===== config.mk =====
export PLATFORM = sky130hd
export DESIGN_NAME = capture_engine_flat
export DESIGN_NICKNAME = d
export VERILOG_FILES = /design/src/rtl/la_pkg.sv /design/src/rtl/capture_engine_if.sv /design/src/rtl/trigger_match.sv /design/src/rtl/capture_engine.sv /design/src/flat_wrapper.sv
export SDC_FILE = /design/constraint.sdc
export NUM_CORES = 2
export LEC_CHECK = 0
export CAP_MARGIN = 20
export CORE_MARGIN = 4
export CORE_UTILIZATION = 32
export DETAILED_ROUTE_END_ITERATION = 16
export PLACE_DENSITY = 0.52
export SLEW_MARGIN = 20
export SYNTH_ARGS = -nofsm -noshare
export SYNTH_HDL_FRONTEND = slang
export SYNTH_SLANG_ARGS = --single-unit
export TNS_END_PERCENT = 100

===== constraint.sdc =====
create_clock -name i_clk -period 5 [get_ports i_clk]
set_clock_uncertainty 0.05 [all_clocks]
set_input_delay 0.5 -clock i_clk [delete_from_list [all_inputs] [get_ports i_clk]]
set_output_delay 0.5 -clock i_clk [all_outputs]
set_load 0.02 [all_outputs]

===== src/rtl/la_pkg.sv =====
// Shared definitions for the logic-analyser capture path: state encoding
// and the post-trigger count clamp.
package la_pkg;

    typedef logic [2:0] state_t;

    localparam state_t ST_IDLE      = 3'd0;
    localparam state_t ST_PRE_FILL  = 3'd1;
    localparam state_t ST_WAIT_TRIG = 3'd2;
    localparam state_t ST_POST      = 3'd3;
    localparam state_t ST_DONE      = 3'd4;

    // Post-trigger sample count is forced into 1..depth.
    function automatic int unsigned clamp_post(input int unsigned req, input int unsigned depth);
        if (req == 0) return 1;
        if (req > depth) return depth;
        return req;
    endfunction

endpackage


===== src/rtl/capture_engine_if.sv =====
// Control, trigger configuration and readout bundle of the capture engine.
interface capture_engine_if #(
    parameter int WIDTH = 8,
    parameter int DEPTH = 256,
    parameter int PSC_W = 32
);
    localparam int AW = $clog2(DEPTH);

    logic [WIDTH-1:0] i_data;
    logic             i_arm;
    logic             i_abort;
    logic             i_force_trig;
    logic [WIDTH-1:0] i_trig_mask;
    logic [WIDTH-1:0] i_trig_level;
    logic [WIDTH-1:0] i_trig_edge;
    logic [AW:0]      i_post_count;
    logic [PSC_W-1:0] i_prescaler;
    logic             i_read;
    logic [WIDTH-1:0] o_data;
    logic             o_available;
    logic             o_run;
    logic             o_triggered;
    logic [AW:0]      o_count;

    modport slave (
        input  i_data, i_arm, i_abort, i_force_trig, i_trig_mask, i_trig_level,
               i_trig_edge, i_post_count, i_prescaler, i_read,
        output o_data, o_available, o_run, o_triggered, o_count
    );

    modport master (
        output i_data, i_arm, i_abort, i_force_trig, i_trig_mask, i_trig_level,
               i_trig_edge, i_post_count, i_prescaler, i_read,
        input  o_data, o_available, o_run, o_triggered, o_count
    );

endinterface


===== src/rtl/trigger_match.sv =====
// Combinational per-channel trigger qualifier: masked level or edge match.
module trigger_match #(
    parameter int WIDTH = 8
) (
    input  logic [WIDTH-1:0] i_data,
    input  logic [WIDTH-1:0] i_prev,
    input  logic [WIDTH-1:0] i_mask,
    input  logic [WIDTH-1:0] i_level,
    input  logic [WIDTH-1:0] i_edge,
    input  logic             i_prev_valid,
    output logic             o_hit
);
    logic [WIDTH-1:0] bit_ok;

    // An edge bit can only qualify once a previous sample exists.
    assign bit_ok = ~(i_data ^ i_level) &
                    (~i_edge | ({WIDTH{i_prev_valid}} & (i_prev ^ i_data)));
    assign o_hit  = &(bit_ok | ~i_mask);

endmodule


===== src/rtl/capture_engine.sv =====
// Prescaled N-bit sampler with masked trigger, pre/post-trigger ring capture
// and oldest-first registered readout.
module capture_engine #(
    parameter int WIDTH = 8,
    parameter int DEPTH = 256,
    parameter int PSC_W = 32
) (
    input  logic            i_clk,
    input  logic            _mrst,
    capture_engine_if.slave bus
);
    import la_pkg::*;

    localparam int AW = $clog2(DEPTH);
    localparam int CW = AW + 1;
    localparam logic [CW-1:0] DEPTH_C = CW'(DEPTH);

    state_t           state_q, state_d;
    logic [PSC_W-1:0] psc_cnt_q, psc_cnt_d;
    logic [PSC_W-1:0] psc_q, psc_d;
    logic [CW-1:0]    post_q, post_d;
    logic [WIDTH-1:0] mask_q, mask_d;
    logic [WIDTH-1:0] level_q, level_d;
    logic [WIDTH-1:0] edge_q, edge_d;
    logic [WIDTH-1:0] prev_q, prev_d;
    logic             prev_vld_q, prev_vld_d;
    logic             force_pend_q, force_pend_d;
    logic [AW-1:0]    wr_ptr_q, wr_ptr_d;
    logic [CW-1:0]    pre_cnt_q, pre_cnt_d;
    logic [CW-1:0]    post_cnt_q, post_cnt_d;
    logic [AW-1:0]    rd_ptr_q, rd_ptr_d;
    logic [CW-1:0]    count_q, count_d;
    logic             triggered_q, triggered_d;
    logic [WIDTH-1:0] rd_data_q, rd_data_d;

    logic [WIDTH-1:0] ring_q [DEPTH];

    logic             run, strobe, match, hit, pop, arm_ok;
    logic             trig_take, finish, rd_load;
    logic [CW-1:0]    pre_target, total, post_clamped;
    logic [AW-1:0]    rd_addr;

    trigger_match #(.WIDTH(WIDTH)) u_trig (
        .i_data       (bus.i_data),
        .i_prev       (prev_q),
        .i_mask       (mask_q),
        .i_level      (level_q),
        .i_edge       (edge_q),
        .i_prev_valid (prev_vld_q),
        .o_hit        (match)
    );

    assign run          = state_q inside {ST_PRE_FILL, ST_WAIT_TRIG, ST_POST};
    assign strobe       = run && (psc_cnt_q == psc_q);
    assign hit          = strobe && (match || force_pend_q || bus.i_force_trig);
    assign pop          = (state_q == ST_DONE) && (count_q != '0) && bus.i_read;
    assign arm_ok       = bus.i_arm && ((state_q == ST_IDLE) || (state_q == ST_DONE));
    assign pre_target   = DEPTH_C - post_q;
    assign total        = pre_cnt_q + post_q;
    assign post_clamped = CW'(clamp_post(32'(bus.i_post_count), DEPTH));

    always_comb begin
        state_d      = state_q;
        psc_cnt_d    = psc_cnt_q;
        psc_d        = psc_q;
        post_d       = post_q;
        mask_d       = mask_q;
        level_d      = level_q;
        edge_d       = edge_q;
        prev_d       = prev_q;
        prev_vld_d   = prev_vld_q;
        force_pend_d = force_pend_q;
        wr_ptr_d     = wr_ptr_q;
        pre_cnt_d    = pre_cnt_q;
        post_cnt_d   = post_cnt_q;
        rd_ptr_d     = rd_ptr_q;
        count_d      = count_q;
        triggered_d  = triggered_q;
        rd_data_d    = rd_data_q;
        trig_take    = 1'b0;
        finish       = 1'b0;
        rd_load      = 1'b0;
        rd_addr      = rd_ptr_q + AW'(1);

        if (run) psc_cnt_d = strobe ? '0 : psc_cnt_q + PSC_W'(1);
        // A forced trigger between strobes is held until the next sample.
        if (run && bus.i_force_trig) force_pend_d = 1'b1;
        if (strobe) begin
            prev_d     = bus.i_data;
            prev_vld_d = 1'b1;
            wr_ptr_d   = wr_ptr_q + AW'(1);
        end

        case (state_q)
            ST_PRE_FILL: begin
                if (hit) begin
                    trig_take = 1'b1;
                end else if (strobe) begin
                    pre_cnt_d = pre_cnt_q + CW'(1);
                    if (pre_cnt_d == pre_target) state_d = ST_WAIT_TRIG;
                end
            end
            ST_WAIT_TRIG: begin
                if (hit) trig_take = 1'b1;
            end
            ST_POST: begin
                if (strobe) begin
                    post_cnt_d = post_cnt_q + CW'(1);
                    if (post_cnt_d == post_q) finish = 1'b1;
                end
            end
            ST_DONE: begin
                if (pop) begin
                    rd_ptr_d = rd_ptr_q + AW'(1);
                    count_d  = count_q - CW'(1);
                    rd_load  = 1'b1;
                end
            end
            default: ;
        endcase

        if (trig_take) begin
            triggered_d  = 1'b1;
            force_pend_d = 1'b0;
            post_cnt_d   = CW'(1);
            if (post_q == CW'(1)) finish = 1'b1;
            else                  state_d = ST_POST;
        end

        // Oldest valid word sits 'total' entries behind the next write slot.
        if (finish) begin
            state_d  = ST_DONE;
            count_d  = total;
            rd_ptr_d = wr_ptr_d - AW'(total);
            rd_addr  = rd_ptr_d;
            rd_load  = 1'b1;
        end

        if (rd_load) rd_data_d = (strobe && (rd_addr == wr_ptr_q)) ? bus.i_data : ring_q[rd_addr];

        if (arm_ok || bus.i_abort) begin
            state_d      = ST_IDLE;
            psc_cnt_d    = '0;
            prev_vld_d   = 1'b0;
            force_pend_d = 1'b0;
            wr_ptr_d     = '0;
            pre_cnt_d    = '0;
            post_cnt_d   = '0;
            rd_ptr_d     = '0;
            count_d      = '0;
            triggered_d  = 1'b0;
            rd_data_d    = '0;
        end

        if (arm_ok && !bus.i_abort) begin
            state_d = (post_clamped == DEPTH_C) ? ST_WAIT_TRIG : ST_PRE_FILL;
            psc_d   = bus.i_prescaler;
            post_d  = post_clamped;
            mask_d  = bus.i_trig_mask;
            level_d = bus.i_trig_level;
            edge_d  = bus.i_trig_edge;
        end
    end

    always_ff @(posedge i_clk) begin
        if (strobe) ring_q[wr_ptr_q] <= bus.i_data;
    end

    always_ff @(posedge i_clk or negedge _mrst) begin
        if (!_mrst) begin
            state_q      <= ST_IDLE;
            psc_cnt_q    <= '0;
            psc_q        <= '0;
            post_q       <= '0;
            mask_q       <= '0;
            level_q      <= '0;
            edge_q       <= '0;
            prev_q       <= '0;
            prev_vld_q   <= 1'b0;
            force_pend_q <= 1'b0;
            wr_ptr_q     <= '0;
            pre_cnt_q    <= '0;
            post_cnt_q   <= '0;
            rd_ptr_q     <= '0;
            count_q      <= '0;
            triggered_q  <= 1'b0;
            rd_data_q    <= '0;
        end else begin
            state_q      <= state_d;
            psc_cnt_q    <= psc_cnt_d;
            psc_q        <= psc_d;
            post_q       <= post_d;
            mask_q       <= mask_d;
            level_q      <= level_d;
            edge_q       <= edge_d;
            prev_q       <= prev_d;
            prev_vld_q   <= prev_vld_d;
            force_pend_q <= force_pend_d;
            wr_ptr_q     <= wr_ptr_d;
            pre_cnt_q    <= pre_cnt_d;
            post_cnt_q   <= post_cnt_d;
            rd_ptr_q     <= rd_ptr_d;
            count_q      <= count_d;
            triggered_q  <= triggered_d;
            rd_data_q    <= rd_data_d;
        end
    end

    assign bus.o_data      = rd_data_q;
    assign bus.o_available = (state_q == ST_DONE) && (count_q != '0);
    assign bus.o_run       = run;
    assign bus.o_triggered = triggered_q;
    assign bus.o_count     = count_q;

endmodule


===== src/flat_wrapper.sv =====
// flat-port wrapper written by rule: the top's interface ports become plain ports
module capture_engine_flat import la_pkg::*;
#(
    parameter int WIDTH = 8,
    parameter int DEPTH = 256,
    parameter int PSC_W = 32
)
  (i_clk, _mrst, bus_i_data, bus_i_arm, bus_i_abort, bus_i_force_trig, bus_i_trig_mask, bus_i_trig_level, bus_i_trig_edge, bus_i_post_count, bus_i_prescaler, bus_i_read, bus_o_data, bus_o_available, bus_o_run, bus_o_triggered, bus_o_count);
  capture_engine_if #(.WIDTH(WIDTH), .DEPTH(DEPTH), .PSC_W(PSC_W)) bus_i ();
  input  logic i_clk;
  input  logic _mrst;
  input wire logic [$bits(bus_i.i_data)-1:0] bus_i_data;
  input wire logic [$bits(bus_i.i_arm)-1:0] bus_i_arm;
  input wire logic [$bits(bus_i.i_abort)-1:0] bus_i_abort;
  input wire logic [$bits(bus_i.i_force_trig)-1:0] bus_i_force_trig;
  input wire logic [$bits(bus_i.i_trig_mask)-1:0] bus_i_trig_mask;
  input wire logic [$bits(bus_i.i_trig_level)-1:0] bus_i_trig_level;
  input wire logic [$bits(bus_i.i_trig_edge)-1:0] bus_i_trig_edge;
  input wire logic [$bits(bus_i.i_post_count)-1:0] bus_i_post_count;
  input wire logic [$bits(bus_i.i_prescaler)-1:0] bus_i_prescaler;
  input wire logic [$bits(bus_i.i_read)-1:0] bus_i_read;
  output wire logic [$bits(bus_i.o_data)-1:0] bus_o_data;
  output wire logic [$bits(bus_i.o_available)-1:0] bus_o_available;
  output wire logic [$bits(bus_i.o_run)-1:0] bus_o_run;
  output wire logic [$bits(bus_i.o_triggered)-1:0] bus_o_triggered;
  output wire logic [$bits(bus_i.o_count)-1:0] bus_o_count;
  assign bus_i.i_data = bus_i_data;
  assign bus_i.i_arm = bus_i_arm;
  assign bus_i.i_abort = bus_i_abort;
  assign bus_i.i_force_trig = bus_i_force_trig;
  assign bus_i.i_trig_mask = bus_i_trig_mask;
  assign bus_i.i_trig_level = bus_i_trig_level;
  assign bus_i.i_trig_edge = bus_i_trig_edge;
  assign bus_i.i_post_count = bus_i_post_count;
  assign bus_i.i_prescaler = bus_i_prescaler;
  assign bus_i.i_read = bus_i_read;
  assign bus_o_data = bus_i.o_data;
  assign bus_o_available = bus_i.o_available;
  assign bus_o_run = bus_i.o_run;
  assign bus_o_triggered = bus_i.o_triggered;
  assign bus_o_count = bus_i.o_count;
  capture_engine #(.WIDTH(WIDTH), .DEPTH(DEPTH), .PSC_W(PSC_W)) u_core (.i_clk(i_clk), ._mrst(_mrst), .bus(bus_i));
endmodule

==> results.yml <==
timing:
  fin_crit_sh_pct: 110
  drv_slew: 0
  timing.hold.ws_ns: 0.0755
  setup-violations-final: 8
  rsz0062_at_grt: "yes"
  finalHoldViolCount: 0
  tightestPinTransition_ns: 1.15
  worst_slack_ns: -0.492
  slew_headroom_pct: 23.1
  period_minus_slack_ns: 5.49
  max_freq_mhz: 182
  final.setup.tns_ns: -3.46
drt:
  first_pass_iters: 6
  top_layer: "met5"
  avgRoutedWirePerCell_um: 28.1
  drc_errors: 0
  via_per_inst: 5.46
  met2_length_um: 152000
  drt_iter0_drc: 7119
  m1WireLength_um: 140000
  num_vias: 65500
  drtAntennaViolNets: 0
  drt-total-wl_um: 337000
  wl_met3_um: 28600
worst_setup_path:
  critical_path_class: "reg2reg"
  crit_path_end_kind: "flop"
  cp.arrival_ns: 6.23
  crit_path_max_fanout: 9
  required_ns: 5.74
  cp-start-kind: "flop"
clocking:
  clock_latency_ns: 0.92
  numCtsBuffers: 232
  cts_max_path_buffers: 4
  cts_tree: "done"
  clock-sinks: 2210
  cts-htree-levels: 4
  clk_pin_slew_ns: 0.07
  cts_root_buf: "clkbuf_16"
cells_and_area:
  syn_to_final_growth_pct: 24.4
  final_util_pct: 40.1
  drive_above_1_share_pct: 20.7
  final_area_sq_um: 115000
  fin_nets: 8149
  stdcell_count: 12000
run_status:
  failed_checks: "negative setup slack"
  status: "finished with violations"
yosys:
  seq_area_frac_synth_pct: 71.0
  postSynthCellCount: 7145
  synth_warnings: 0
  synth_edf_count: 2048
  post_synth.cell_area_avg_sq_um: 12.9
  synth_seq_cells: 2210
  synthArstFlopShare_pct: 7.33
  syn_area_sq_um: 92300
  postSynthNetCount: 7252
  synth_cell_types: 88
  synth_flop_cell: "edfxtp_1"
power_and_ir_drop:
  internal-power_uw: 33800
  power_frac_comb_pct: 19.4
  seqPwrFrac_pct: 43.7
  switching_share_pct: 27.8
  leakage_uw: 0.0407
  p_clk_share_pct: 36.9
  p_switching_uw: 13000
  p_per_area_nw_per_um2: 408
  vdd_drop_max_uv: 320
floorplan:
  row_count: 196
  design.core.area_sq_um: 286000
  ioPinCount: 99
  start_util_pct: 32.2
  die_h_um: 545
  die_w_um: 545
  die_area_sq_um: 297000
grt:
  antenna_found_initial: 19
  grt_usage_pct: 22.0
  overflow: 0
  grt_first_pass_wirelength_um: 476000
  grt_pass1_vias: 63300
  grt_max_degree: 170
min_path:
  hp-class: "in2reg"
place:
  dp.cells: 11500
  postPlaceCellArea_sq_um: 104000
  dp_hpwl_um: 222000
  portBuffers: 98
  gp_congestion: 0.939
flow_run:
  cap_viol_max_count: 0
power groups by stage:
| stage | Clock, uW | Combinational (uW) | Sequential [uW] |
|---|---|---|---|
| global placement | 0 | 8030 | 20800 |
| global route | 18200 | 9560 | 20400 |
| finish | 17200 | 9100 | 20400 |
| detailed placement | 0 | 8040 | 20800 |
| CTS | 17500 | 8880 | 20400 |
| floorplan | 0 | 3770 | 20800 |
per-layer routing:
metal	vias to the layer above	global-route usage [%]
met3	631	3.90
li1	28400	-
met5	-	0
met2	3110	34.3
met1	33400	30.3
met4	4	9.61
cells in the final DEF (no fill, tap or decap), types with 69 or more instances in the layout:
master           count
clkbuf_16          235
and3_1             271
buf_12             115
mux2i_1            125
buf_4              849
nand2_1           1638
a211oi_1           127
a311oi_1            76
a211o_1            101
a21oi_1            333
dfrtp_1            162
clkdlybuf4s50_1     89
o21ai_0             82
a31oi_1             69
nor2_1             369
nand3_1            370
xor2_1              91
edfxtp_1          2048
area by class of cell:
type / count / area (sq um)
Fill cell: 26700 / 171000
Sequential cell: 2210 / 65600
Multi-Input combinational cell: 4432 / 26000
Timing Repair Buffer: 1136 / 11000
Clock buffer: 283 / 6070
Tap cell: 3762 / 4710
Clock inverter: 137 / 1340
Inverter: 30 / 113
Antenna cell: 15 / 37.5
logic make-up (layout without fill, tap and decap cells):
family,Yosys count,after routing,synth area share (%)
compound gates,1156,1156,8.62
xor+xnor,150,150,1.44
fa+ha+maj,28,28,0.396
buf+inv,505,1586,2.72
flops,2210,2210,71.0
mux,174,175,1.94
other cells,0,15,0
simple gates,2922,2923,13.8
flip-flops by register name, indices dropped and copies added, names as in the netlist, 3 cells and up:
| register | cells |
|---|---|
| u_core.bus.o_count | 9 |
| u_core.bus.o_data | 8 |
| u_core.edge_q | 8 |
| u_core.level_q | 8 |
| u_core.mask_q | 8 |
| u_core.post_cnt_q | 9 |
| u_core.post_q | 9 |
| u_core.pre_cnt_q | 9 |
| u_core.prev_q | 8 |
| u_core.psc_cnt_q | 32 |
| u_core.psc_q | 32 |
| u_core.rd_ptr_q | 8 |
| u_core.ring_q | 2048 |
| u_core.state_q | 3 |
| u_core.wr_ptr_q | 8 |
critical path, cell delays in order, from the launching register on:
cell and delay [ns]:
dfrtp_1 0.38, xor2_1 0.18, nor4_2 0.33, buf_4 0.16, nand4_1 0.23, buf_4 0.25
or3_4 0.35, nor2_4 0.13, a21oi_2 0.07, buf_4 0.14, fa_2 0.38, xnor2_4 0.18
buf_6 0.15, nor2_4 0.05, mux2i_4 0.21, buf_4 0.17, buf_12 0.14, buf_6 0.18
a211oi_1 0.08, a211o_1 0.29, buf_4 0.16, o2bb2ai_2 0.13, buf_4 0.15, a32oi_1 0.21
buf_4 0.20, a22oi_2 0.09, buf_6 0.17, a31oi_1 0.17
stage by stage:
step	total power [uW]	setup WS, ns
floorplan	24600	0.0233
global placement	28900	-1.16
detailed placement	28900	-1.12
CTS	46800	-0.491
global route	48200	-0.634
finish	46800	-0.492
final timing paths:
check                      depth (start not counted)  slack [ns]                          from                          endpoint
setup / recovery                                  27       -0.49   u_core.psc_q[6]$_DFFE_PN0P_  u_core.bus.o_data[0]$_DFFE_PN0P_
hold / removal                                     2        0.08                 bus_i_data[0]      u_core.prev_q[0]$_DFFE_PN0P_
setup reg to reg                                  27       -0.49   u_core.psc_q[6]$_DFFE_PN0P_  u_core.bus.o_data[0]$_DFFE_PN0P_
hold reg to reg                                    2        0.42  u_core.edge_q[4]$_DFFE_PN0P_      u_core.edge_q[4]$_DFFE_PN0P_
max in group asynchronous                          3        3.44                         _mrst      u_core.prev_q[1]$_DFFE_PN0P_
min in group asynchronous                          2        0.24                         _mrst      u_core.psc_q[12]$_DFFE_PN0P_
cell usage after synthesis, drive strengths merged, types with 7 or more instances:
cell	count	area share, %
a2111oi	24	0.23
a211o	105	1.0
a211oi	165	1.3
a21o	26	0.21
a21oi	358	1.9
a221oi	20	0.24
a22oi	14	0.11
a2bb2oi	7	0.066
a311o	8	0.087
a311oi	104	0.99
a31oi	72	0.49
a32o	13	0.14
a32oi	14	0.13
and2	11	0.075
and3	273	1.9
buf	276	1.8
clkbuf	199	0.81
dfrtp	162	4.4
edfxtp	2048	67
ha	26	0.35
inv	29	0.12
mux2	38	0.46
mux2i	136	1.5
nand2	1644	6.7
nand2b	25	0.17
nand3	393	2.1
nand3b	10	0.081
nand4	42	0.28
nor2	377	1.6
nor2b	16	0.11
nor3	49	0.27
nor4	36	0.24
o2111ai	15	0.14
o211ai	17	0.14
o21ai	105	0.57
o22ai	20	0.14
o31ai	18	0.15
or3	9	0.061
or4	7	0.057
xnor2	57	0.54
xor2	92	0.87
timing repair:
action | 4_1_cts | 5_1_grt
gates resized for setup | 265 | 102
setup endpoints to repair | 8 | 8
setup buffers | 59 | 23
cloned | 12 | 2
pin swaps | 74 | 47
endpoints found under the hold margin | 96 | 0
hold buffers | 4 | 0
No activity file was read; power rests on OpenSTA's default activity.
